==> src/rtl/game_pkg.sv <==
// Shared state encoding and match defaults for the multi-round Hangman status block.
package game_pkg;

    localparam int STATE_W        = 3;
    localparam int DEF_MAX_MISSES = 6;
    localparam int DEF_NUM_ROUNDS = 3;

    typedef enum logic [STATE_W-1:0] {
        START     = 3'd0,
        INGAME    = 3'd1,
        WINGAME   = 3'd2,
        LOSTGAME  = 3'd3,
        PAUSED    = 3'd4,
        MATCHOVER = 3'd5
    } state_t;

endpackage

==> src/rtl/guess_timer.sv <==
// Per-guess down-counter: reload has priority over decrement; expires when the count sits at 1.
module guess_timer #(
    parameter int TIMEOUT_CYCLES = 0,
    parameter int TMR_W          = 32
) (
    input  logic             clk,
    input  logic             reset,
    input  logic             load,
    input  logic             en,
    output logic [TMR_W-1:0] count,
    output logic             expired
);

    always_ff @(posedge clk) begin
        if (!reset) begin
            count <= '0;
        end else if (TIMEOUT_CYCLES != 0) begin
            if (load) begin
                count <= TMR_W'(TIMEOUT_CYCLES);
            end else if (en && count != '0) begin
                count <= count - TMR_W'(1);
            end
        end
    end

    // A disabled timer stays at zero and never expires.
    assign expired = (TIMEOUT_CYCLES != 0) && (count == TMR_W'(1));

endmodule

==> src/rtl/game_status_multi.sv <==
// Best-of-N Hangman match controller: round FSM, miss/reveal counting, pause and per-guess timeout.
module game_status_multi
    import game_pkg::*;
#(
    parameter int MAX_MISSES     = DEF_MAX_MISSES,
    parameter int LEN_W          = 4,
    parameter int NUM_ROUNDS     = DEF_NUM_ROUNDS,
    parameter int TIMEOUT_CYCLES = 0,
    parameter int TMR_W          = 32
) (
    input  logic               clk,
    input  logic               reset,
    input  logic               start_game,
    input  logic               pause_toggle,
    input  logic               guess_valid,
    input  logic               guess_hit,
    input  logic [LEN_W-1:0]   hit_count,
    input  logic [LEN_W-1:0]   word_len,
    output logic [STATE_W-1:0] current_state,
    output logic [3:0]         miss_count,
    output logic [LEN_W-1:0]   revealed_count,
    output logic [TMR_W-1:0]   guess_timer,
    output logic [3:0]         rounds_won,
    output logic [3:0]         rounds_played
);

    state_t           state, state_n;
    logic [3:0]       miss_n, won_n, played_n;
    logic [LEN_W-1:0] rev_n, wlen, wlen_n;
    logic             tmr_load, tmr_en, tmr_expired;
    logic             guess_ev, miss_ev;

    function automatic logic [LEN_W-1:0] sat_add(input logic [LEN_W-1:0] a,
                                                 input logic [LEN_W-1:0] b,
                                                 input logic [LEN_W-1:0] lim);
        logic [LEN_W:0] sum;
        sum = {1'b0, a} + {1'b0, b};
        if (sum > {1'b0, lim}) return lim;
        return sum[LEN_W-1:0];
    endfunction

    guess_timer #(
        .TIMEOUT_CYCLES(TIMEOUT_CYCLES),
        .TMR_W         (TMR_W)
    ) u_timer (
        .clk    (clk),
        .reset  (reset),
        .load   (tmr_load),
        .en     (tmr_en),
        .count  (guess_timer),
        .expired(tmr_expired)
    );

    always_comb begin
        state_n  = state;
        miss_n   = miss_count;
        rev_n    = revealed_count;
        wlen_n   = wlen;
        won_n    = rounds_won;
        played_n = rounds_played;
        tmr_load = 1'b0;
        tmr_en   = 1'b0;
        guess_ev = 1'b0;
        miss_ev  = 1'b0;
        case (state)
            START: begin
                if (start_game) begin
                    state_n  = INGAME;
                    wlen_n   = word_len;
                    miss_n   = 4'd0;
                    rev_n    = '0;
                    tmr_load = 1'b1;
                end
            end
            INGAME: begin
                // An expiring timer counts as a miss only when no real guess arrives that cycle.
                guess_ev = guess_valid || tmr_expired;
                miss_ev  = guess_valid ? !guess_hit : tmr_expired;
                tmr_load = guess_ev;
                if (guess_valid && guess_hit) rev_n = sat_add(revealed_count, hit_count, wlen);
                if (miss_ev) miss_n = miss_count + 4'd1;
                if (rev_n >= wlen) begin
                    state_n  = WINGAME;
                    won_n    = rounds_won + 4'd1;
                    played_n = rounds_played + 4'd1;
                end else if (miss_n == 4'(MAX_MISSES)) begin
                    state_n  = LOSTGAME;
                    played_n = rounds_played + 4'd1;
                end else begin
                    tmr_en = 1'b1;
                    if (pause_toggle && !guess_ev) state_n = PAUSED;
                end
            end
            PAUSED: begin
                if (start_game)        state_n = START;
                else if (pause_toggle) state_n = INGAME;
            end
            WINGAME, LOSTGAME: begin
                if (start_game) state_n = (rounds_played == 4'(NUM_ROUNDS)) ? MATCHOVER : START;
            end
            MATCHOVER: begin
                if (start_game) begin
                    state_n  = START;
                    won_n    = 4'd0;
                    played_n = 4'd0;
                end
            end
            default: state_n = START;
        endcase
    end

    always_ff @(posedge clk) begin
        if (!reset) begin
            state          <= START;
            miss_count     <= 4'd0;
            revealed_count <= '0;
            wlen           <= '0;
            rounds_won     <= 4'd0;
            rounds_played  <= 4'd0;
        end else begin
            state          <= state_n;
            miss_count     <= miss_n;
            revealed_count <= rev_n;
            wlen           <= wlen_n;
            rounds_won     <= won_n;
            rounds_played  <= played_n;
        end
    end

    assign current_state = state;

endmodule

==> config.mk <==
export PLATFORM = sky130hd
export DESIGN_NAME = game_status_multi
export DESIGN_NICKNAME = d
export VERILOG_FILES = /design/src/rtl/game_pkg.sv /design/src/rtl/guess_timer.sv /design/src/rtl/game_status_multi.sv
export SDC_FILE = /design/constraint.sdc
export NUM_CORES = 1
export LEC_CHECK = 0
export ABC_AREA = 1
export CAP_MARGIN = 30
export CORE_MARGIN = 3
export CORE_UTILIZATION = 45
export CTS_CLUSTER_SIZE = 16
export DETAILED_ROUTE_END_ITERATION = 6
export PLACE_DENSITY = 0.79
export SKIP_CTS_REPAIR_TIMING = 1
export SLEW_MARGIN = 20
export SYNTH_ARGS = -nofsm -noshare
export SYNTH_HDL_FRONTEND = slang
export SYNTH_SLANG_ARGS = --single-unit
==> constraint.sdc <==
create_clock -name clk -period 9 [get_ports clk]
set_input_delay 1.35 -clock clk [delete_from_list [all_inputs] [get_ports clk]]
set_output_delay 1.35 -clock clk [all_outputs]
set_load 0.02 [all_outputs]
==> results of run 1 <==
-- registers in the layout (all words and copies together), names as in the netlist --
name	count
rounds_won	4
wlen	4
miss_count	4
revealed_count	4
current_state	3
rounds_played	4
-- layout by cell type, fill, tap and decap left out, drive strengths merged, types with 3 or more instances in the layout --
master,n
clkdlybuf4s50,32
ha,15
o21ai,11
inv,34
nor2,22
or2,4
clkbuf,3
nand3,26
nand4,4
a21oi,22
nand2,68
conb,32
and2,3
dfxtp,23
-- layout make-up --
type	instances	area share (%)
multi-input combinational	219	54.4
sequential	23	20.6
tap	50	2.79
clock buffer	3	1.84
inverter	35	5.87
timing repair buffer	32	14.3
clock inverter	1	0.224
-- synth_stat cells --
cell type / count
a21oi_1: 19
a21oi_2: 3
and2_1: 3
buf_2: 1
buf_4: 32
buf_6: 1
clkbuf_1: 1
clkinv_1: 1
conb_1: 1
dfxtp_1: 23
fa_1: 1
ha_1: 15
inv_1: 28
inv_2: 6
nand2_1: 57
nand2_2: 11
nand3_1: 23
nand3_2: 2
nand3_4: 1
nand3b_1: 1
nand4_1: 4
nor2_1: 18
nor2_2: 1
nor2_4: 3
nor3_1: 1
nor3_4: 1
nor4_1: 1
o211a_1: 1
o21a_1: 1
o21ai_0: 5
o21ai_1: 5
o21ai_2: 1
o21bai_1: 1
o21bai_2: 1
or2_1: 1
or2_2: 3
xnor2_1: 2
xor2_1: 1
-- final timing paths --
check                                     to                      startpoint  cells after the start  slack (ns)
hold / removal    rounds_won[3]$_SDFFE_PN0P_      rounds_won[3]$_SDFFE_PN0P_                      2        0.48
setup reg to reg  rounds_won[2]$_SDFFE_PN0P_  revealed_count[0]$_SDFFE_PN0P_                     24        5.40
setup / recovery  rounds_won[2]$_SDFFE_PN0P_                    hit_count[0]                     25        4.27
hold reg to reg   rounds_won[3]$_SDFFE_PN0P_      rounds_won[3]$_SDFFE_PN0P_                      2        0.48
-- cell families after synthesis --
| group | synth area share [%] |
|---|---|
| AOI/OAI and AO/OA | 11.1 |
| and+or+nand+nor | 33.1 |
| DFF | 23.6 |
| xor gates and xnor gates | 1.35 |
| buffers and inverters | 20.1 |
| other | 0.192 |
| adders and majority gates | 10.6 |
-- per-layer routing --
layer,vias to the layer above,GRT usage [%],wire [um]
li1,900,-,-
met1,770,20.0,1880
met2,48,28.5,1880
met3,4,3.23,179
met4,0,5.43,29
met5,-,0,0
-- critical path, delay by kind of cell --
family | cells | cell delay [ns]
AOI/OAI and AO/OA | 1 | 0.11
xor gates and xnor gates | 1 | 0.23
adders and majority gates | 4 | 1.13
buffers and inverters | 4 | 0.61
and+or+nand+nor | 15 | 1.50
-- per-stage QoR --
| stage | hold WS (ns) | area, sq um | cells | total power, mW | setup WS, ns |
|---|---|---|---|---|---|
| final | 0.481 | 2240 | 363 | 0.525 | 4.27 |
| after CTS | 0.488 | 2240 | 363 | 0.529 | 4.29 |
| after floorplan | 0.474 | 2070 | 312 | 0.388 | 4.80 |
| after detailed placement | 0.475 | 2190 | 359 | 0.460 | 4.02 |
| after global placement | 0.460 | 2190 | 359 | 0.452 | 4.13 |
| after global routing | 0.529 | 2240 | 363 | 0.581 | 3.97 |
-- power by group --
| part | total, mW | internal, mW | switching, mW |
|---|---|---|---|
| logic | 0.310 | 0.115 | 0.195 |
| clock network | 0.0659 | 0.0310 | 0.0350 |
| registers | 0.149 | 0.125 | 0.0240 |
| total | 0.525 | 0.271 | 0.254 |
==> summary.txt, run 1 <==
Final layout
  • # nets final: 344
  • Final Util: ~55%
  • Register area: roughly 460 sq um
  • Fillers: about 420
  • ANT cells: 0
  • Share of layout cells above drive strength 1: between 10% and 20%
  • Layout Area Growth over Synthesis: 14.6%
  • Multi-input gate area: around 1200 sq um

Clock tree
  • H-tree depth: 1
  • Clk_lat worst skew: about 0.27 ns
  • Clock transition at path regs: around 0.080 ns
  • CTS Root Cell: clkbuf_8
  • CTS tree: built
  • CTS Buf Count: 3
  • Sink Count: 23
  • Maximum clock path buffer count: 2

Setup path
  • Required @ worst endpoint: just over 9 ns
  • Max stage delay on crit path: about 0.47 ns
  • Crit-path slowest cell: clkdlybuf4s50_1
  • Setup crit end kind: register
  • Max FO, Critical Path: 8
  • Cell repeated most along the worst path: nand2_1
  • Crit path kind: in -> reg
  • Critical Path Start Type: input pin
  • CP Data Arrival Time: a little under 5 ns

Global routing
  • Pin count of the biggest net entering global routing: 14
  • Overall global routing resource usage: 16.3%
  • Grt ovf: 0
  • Vias in the first global route: approximately 1700
  • Initial antenna violation count: 0
  • First-pass GRT wire length: a little under 7000 um

Yosys
  • Mapped cell area: roughly 2000 sq um
  • Mapped Cells: 281
  • Post-synth top area share: 23.6%
  • YS warnings: 0
  • Post-synthesis sequential element count: 23
  • Synth area leaders: dfxtp_1 (24%), buf_4 (12%), nand2_1 (11%)
  • Synthesized area per cell: 6.95 sq um
  • Cell accounting for the most synthesized area: dfxtp_1
  • Synth cell types: 38
  • Sequential share of the synthesized area: 23.6%

Min path
  • Worst hold path class: reg -> reg

STA
  • Max-slew violations: 0
  • Endpoints failing hold: 0
  • Time the worst path needs with I/O delays and setup: between 4 and 5 ns
  • Setup_tns: 0 ns
  • Crit share post-route: between 50% and 60%
  • FMAX: between 200 and 250 MHz
  • Finish-stage setup viols: 0
  • Unrepaired setup endpoints after global routing: no
  • Worst Skew: 0.00158 ns

Placed design
  • DP Wirelength: ~3100 um
  • Routability congestion estimate: 0.873
  • Port Buf Inserts: 32

Routing
  • Total length of routed wires: 3970 um
  • Vias: between 1500 and 2000
  • DRC violations left: 0
  • Via/cell ratio: between 4 and 5
  • DRT antenna net count: 0
  • Iter 0 DRT Violations: a little over 100
  • 1st-pass router iterations: 4
  • Routed length per placed instance: 10.9 um

Power
  • Worst VDD drop: 0.000118 V
  • Pwr/cell area: around 230 nW/um^2
  • Leakage power: approximately 1.0 nW

Floorplan
  • Initial Utilization: between 40% and 50%
  • # rows: 23
  • Die Ht: ~72 um
  • IO Pins: 65
  • Die width: approximately 72 um
  • Die area: roughly 5200 sq um
  • CORE AREA: between 4000 and 5000 sq um

Flow run
  • Maximum capacitance violations: 0

Run status
  • Outcome: finished clean
No activity file was read; power rests on OpenSTA's default activity.
==> run 2: changes to the inputs <==
Clock period 9 ns to 4.6 ns, I/O delays scaled along.
==> run 2 against run 1 <==
Against the previous run:
- routed wire length decreased by 1.8%
- sequential cell count did not move
- critical path depth did not move
- final cell count did not move
- largest power group unchanged
- sequential share of layout area unchanged
- die area did not move
- cell area unchanged
- via count down 0.35%
==> summary.txt, run 2 (synthesis results as in run 1) <==
STA
  • FMAX: ~250 MHz
  • Setup_tns: 0 ns
  • Finish-stage setup viols: 0
  • Endpoints failing hold: 0
  • Crit share post-route: around nine tenths
  • Worst Skew: between 0.002 and 0.0025 ns
  • Unrepaired setup endpoints after global routing: no
  • Time the worst path needs with I/O delays and setup: 4.05 ns
  • Max-slew violations: 0
  • Min setup slack post-route: 0.548 ns

Clock tree
  • Clk_lat worst skew: ~0.27 ns
  • Sink Count: 23
  • H-tree depth: 1
  • CTS tree: built
  • CTS Buf Count: 3
  • Maximum clock path buffer count: 2
  • CTS Root Cell: clkbuf_8
  • Clock transition at path regs: around 0.090 ns

Placed design
  • Port Buf Inserts: 32
  • DP Wirelength: around 3100 um
  • Pre-CTS WS: between 0.2 and 0.3 ns
  • Routability congestion estimate: 0.873

Global routing
  • First-pass GRT wire length: 6960 um
  • Vias in the first global route: around 1700
  • Pin count of the biggest net entering global routing: 14
  • Grt ovf: 0
  • Initial antenna violation count: 0
  • Overall global routing resource usage: 16.3%

Floorplan
  • Die area: approximately 5200 sq um
  • CORE AREA: approximately 4100 sq um
  • IO Pins: 65
  • Die Ht: ~70 um
  • Die width: roughly 72 um
  • # rows: 23
  • Initial Utilization: between 40% and 50%

Power
  • Sw Share: between 40% and 50%
  • Clock power frac: roughly an eighth
  • NetSw: a little under 500 uW
  • Reg power frac: between 20% and 30%
  • Worst VDD drop: 0.000223 V
  • Pwr/cell area: between 400 and 500 nW/um^2
  • Comb pwr share: around three fifths
  • Leakage power: about 1.0 nW
  • Internal cell power: around 530 uW

Final layout
  • Most common cell after layout, fill and taps aside: nand2_1
  • ANT cells: 0
  • Commonest cells after routing, fill and taps aside: nand2_1 (57), conb_1 (32), clkdlybuf4s50_1 (32)
  • # nets final: 344
  • Layout Area Growth over Synthesis: 14.6%
  • Share of layout cells above drive strength 1: approximately an eighth

Routing
  • DRC violations left: 0
  • Via/cell ratio: 4.73
  • 1st-pass router iterations: 4
  • Met3 wire length: 221 um
  • DRT antenna net count: 0
  • Routed met1 length: approximately 1800 um
  • Vias: ~1700
  • Total length of routed wires: slightly below 4000 um
  • Iter 0 DRT Violations: 67
  • Top Layer Used: met4
  • Routed length per placed instance: between 10 and 15 um
  • DR WL met2: 1790 um

Setup path
  • Reg2reg start: revealed_count[0]$_SDFFE_PN0P_
  • Cell repeated most along the worst path: nand2_1
  • Required @ worst endpoint: 4.80 ns
  • Reg2Reg Capture Point: rounds_won[2]$_SDFFE_PN0P_
  • Crit-path slowest cell: clkdlybuf4s50_1
  • CP Data Arrival Time: roughly 4.3 ns
  • Reg2reg path depth: 24
  • Crit path kind: in -> reg
  • Max FO, Critical Path: 8
  • R2r setup slk: 1.00 ns
  • Max stage delay on crit path: approximately 0.47 ns
  • Critical Path Start Type: input pin
  • Setup crit end kind: register

Run status
  • Outcome: finished clean

Min path
  • Hold EP: rounds_won[3]$_SDFFE_PN0P_
  • Hold Path Stages: 2
  • Hold Crit Start: rounds_won[3]$_SDFFE_PN0P_
  • Worst hold path class: reg -> reg

Flow run
  • Maximum capacitance violations: 0
[run 2: metal layers]
| metal | GRT usage (%) | vias up |
|---|---|---|
| met5 | 0 | - |
| met4 | 4.59 | 0 |
| li1 | - | 903 |
| met3 | 3.23 | 7 |
| met1 | 20.5 | 757 |
| met2 | 28.1 | 49 |
[run 2: worst max-delay path by stage]
stage / depth (start not counted) / startpoint / to
after CTS: 25 / hit_count[0] / rounds_won[2]$_SDFFE_PN0P_
after global placement: 23 / hit_count[0] / rounds_won[0]$_SDFFE_PN0P_
after detailed placement: 25 / hit_count[0] / rounds_won[2]$_SDFFE_PN0P_
after floorplan: 22 / hit_count[0] / rounds_won[0]$_SDFFE_PN0P_
final: 25 / hit_count[0] / rounds_won[2]$_SDFFE_PN0P_
after global routing: 25 / hit_count[0] / rounds_won[1]$_SDFFE_PN0P_
[run 2: worst max-delay path, delay by kind of cell]
family                     cells  cell delay, ns
and+or+nand+nor               15            1.47
adders and majority gates      4            1.13
buffers and inverters          4            0.61
xor gates and xnor gates       1            0.24
AOI/OAI and AO/OA              1            0.11
[run 2: power groups by stage]
stage / clock, mW / combinational (mW) / sequential [mW]
finish: 0.132 / 0.603 / 0.291
global route: 0.142 / 0.691 / 0.300
CTS: 0.134 / 0.606 / 0.292
detailed placement: 0 / 0.602 / 0.296
global placement: 0 / 0.589 / 0.296
floorplan: 0 / 0.434 / 0.326
[run 2: final cells by class]
cell class / count / area [sq um]
clock buffers: 3 / 41.3
clock inverters: 1 / 5.00
fillers: 414 / 1850
inverters: 35 / 131
multi-input cells: 219 / 1220
flip-flops and latches: 23 / 460
well taps: 50 / 62.6
repair buffers: 32 / 320
[run 2: through the flow]
| step | instance area (sq um) | power (mW) | util (%) | hold WS [ns] | instances |
|---|---|---|---|---|---|
| 2_1_floorplan | 2070 | 0.760 | - | 0.474 | 312 |
| 3_3_place_gp | 2190 | 0.885 | 53.6 | 0.460 | 359 |
| 3_5_place_dp | 2190 | 0.898 | 53.6 | 0.473 | 359 |
| 4_1_cts | 2240 | 1.03 | 54.8 | 0.486 | 363 |
| 5_1_grt | 2240 | 1.13 | 54.8 | 0.529 | 363 |
| 6_report | 2240 | 1.03 | 54.8 | 0.479 | 363 |
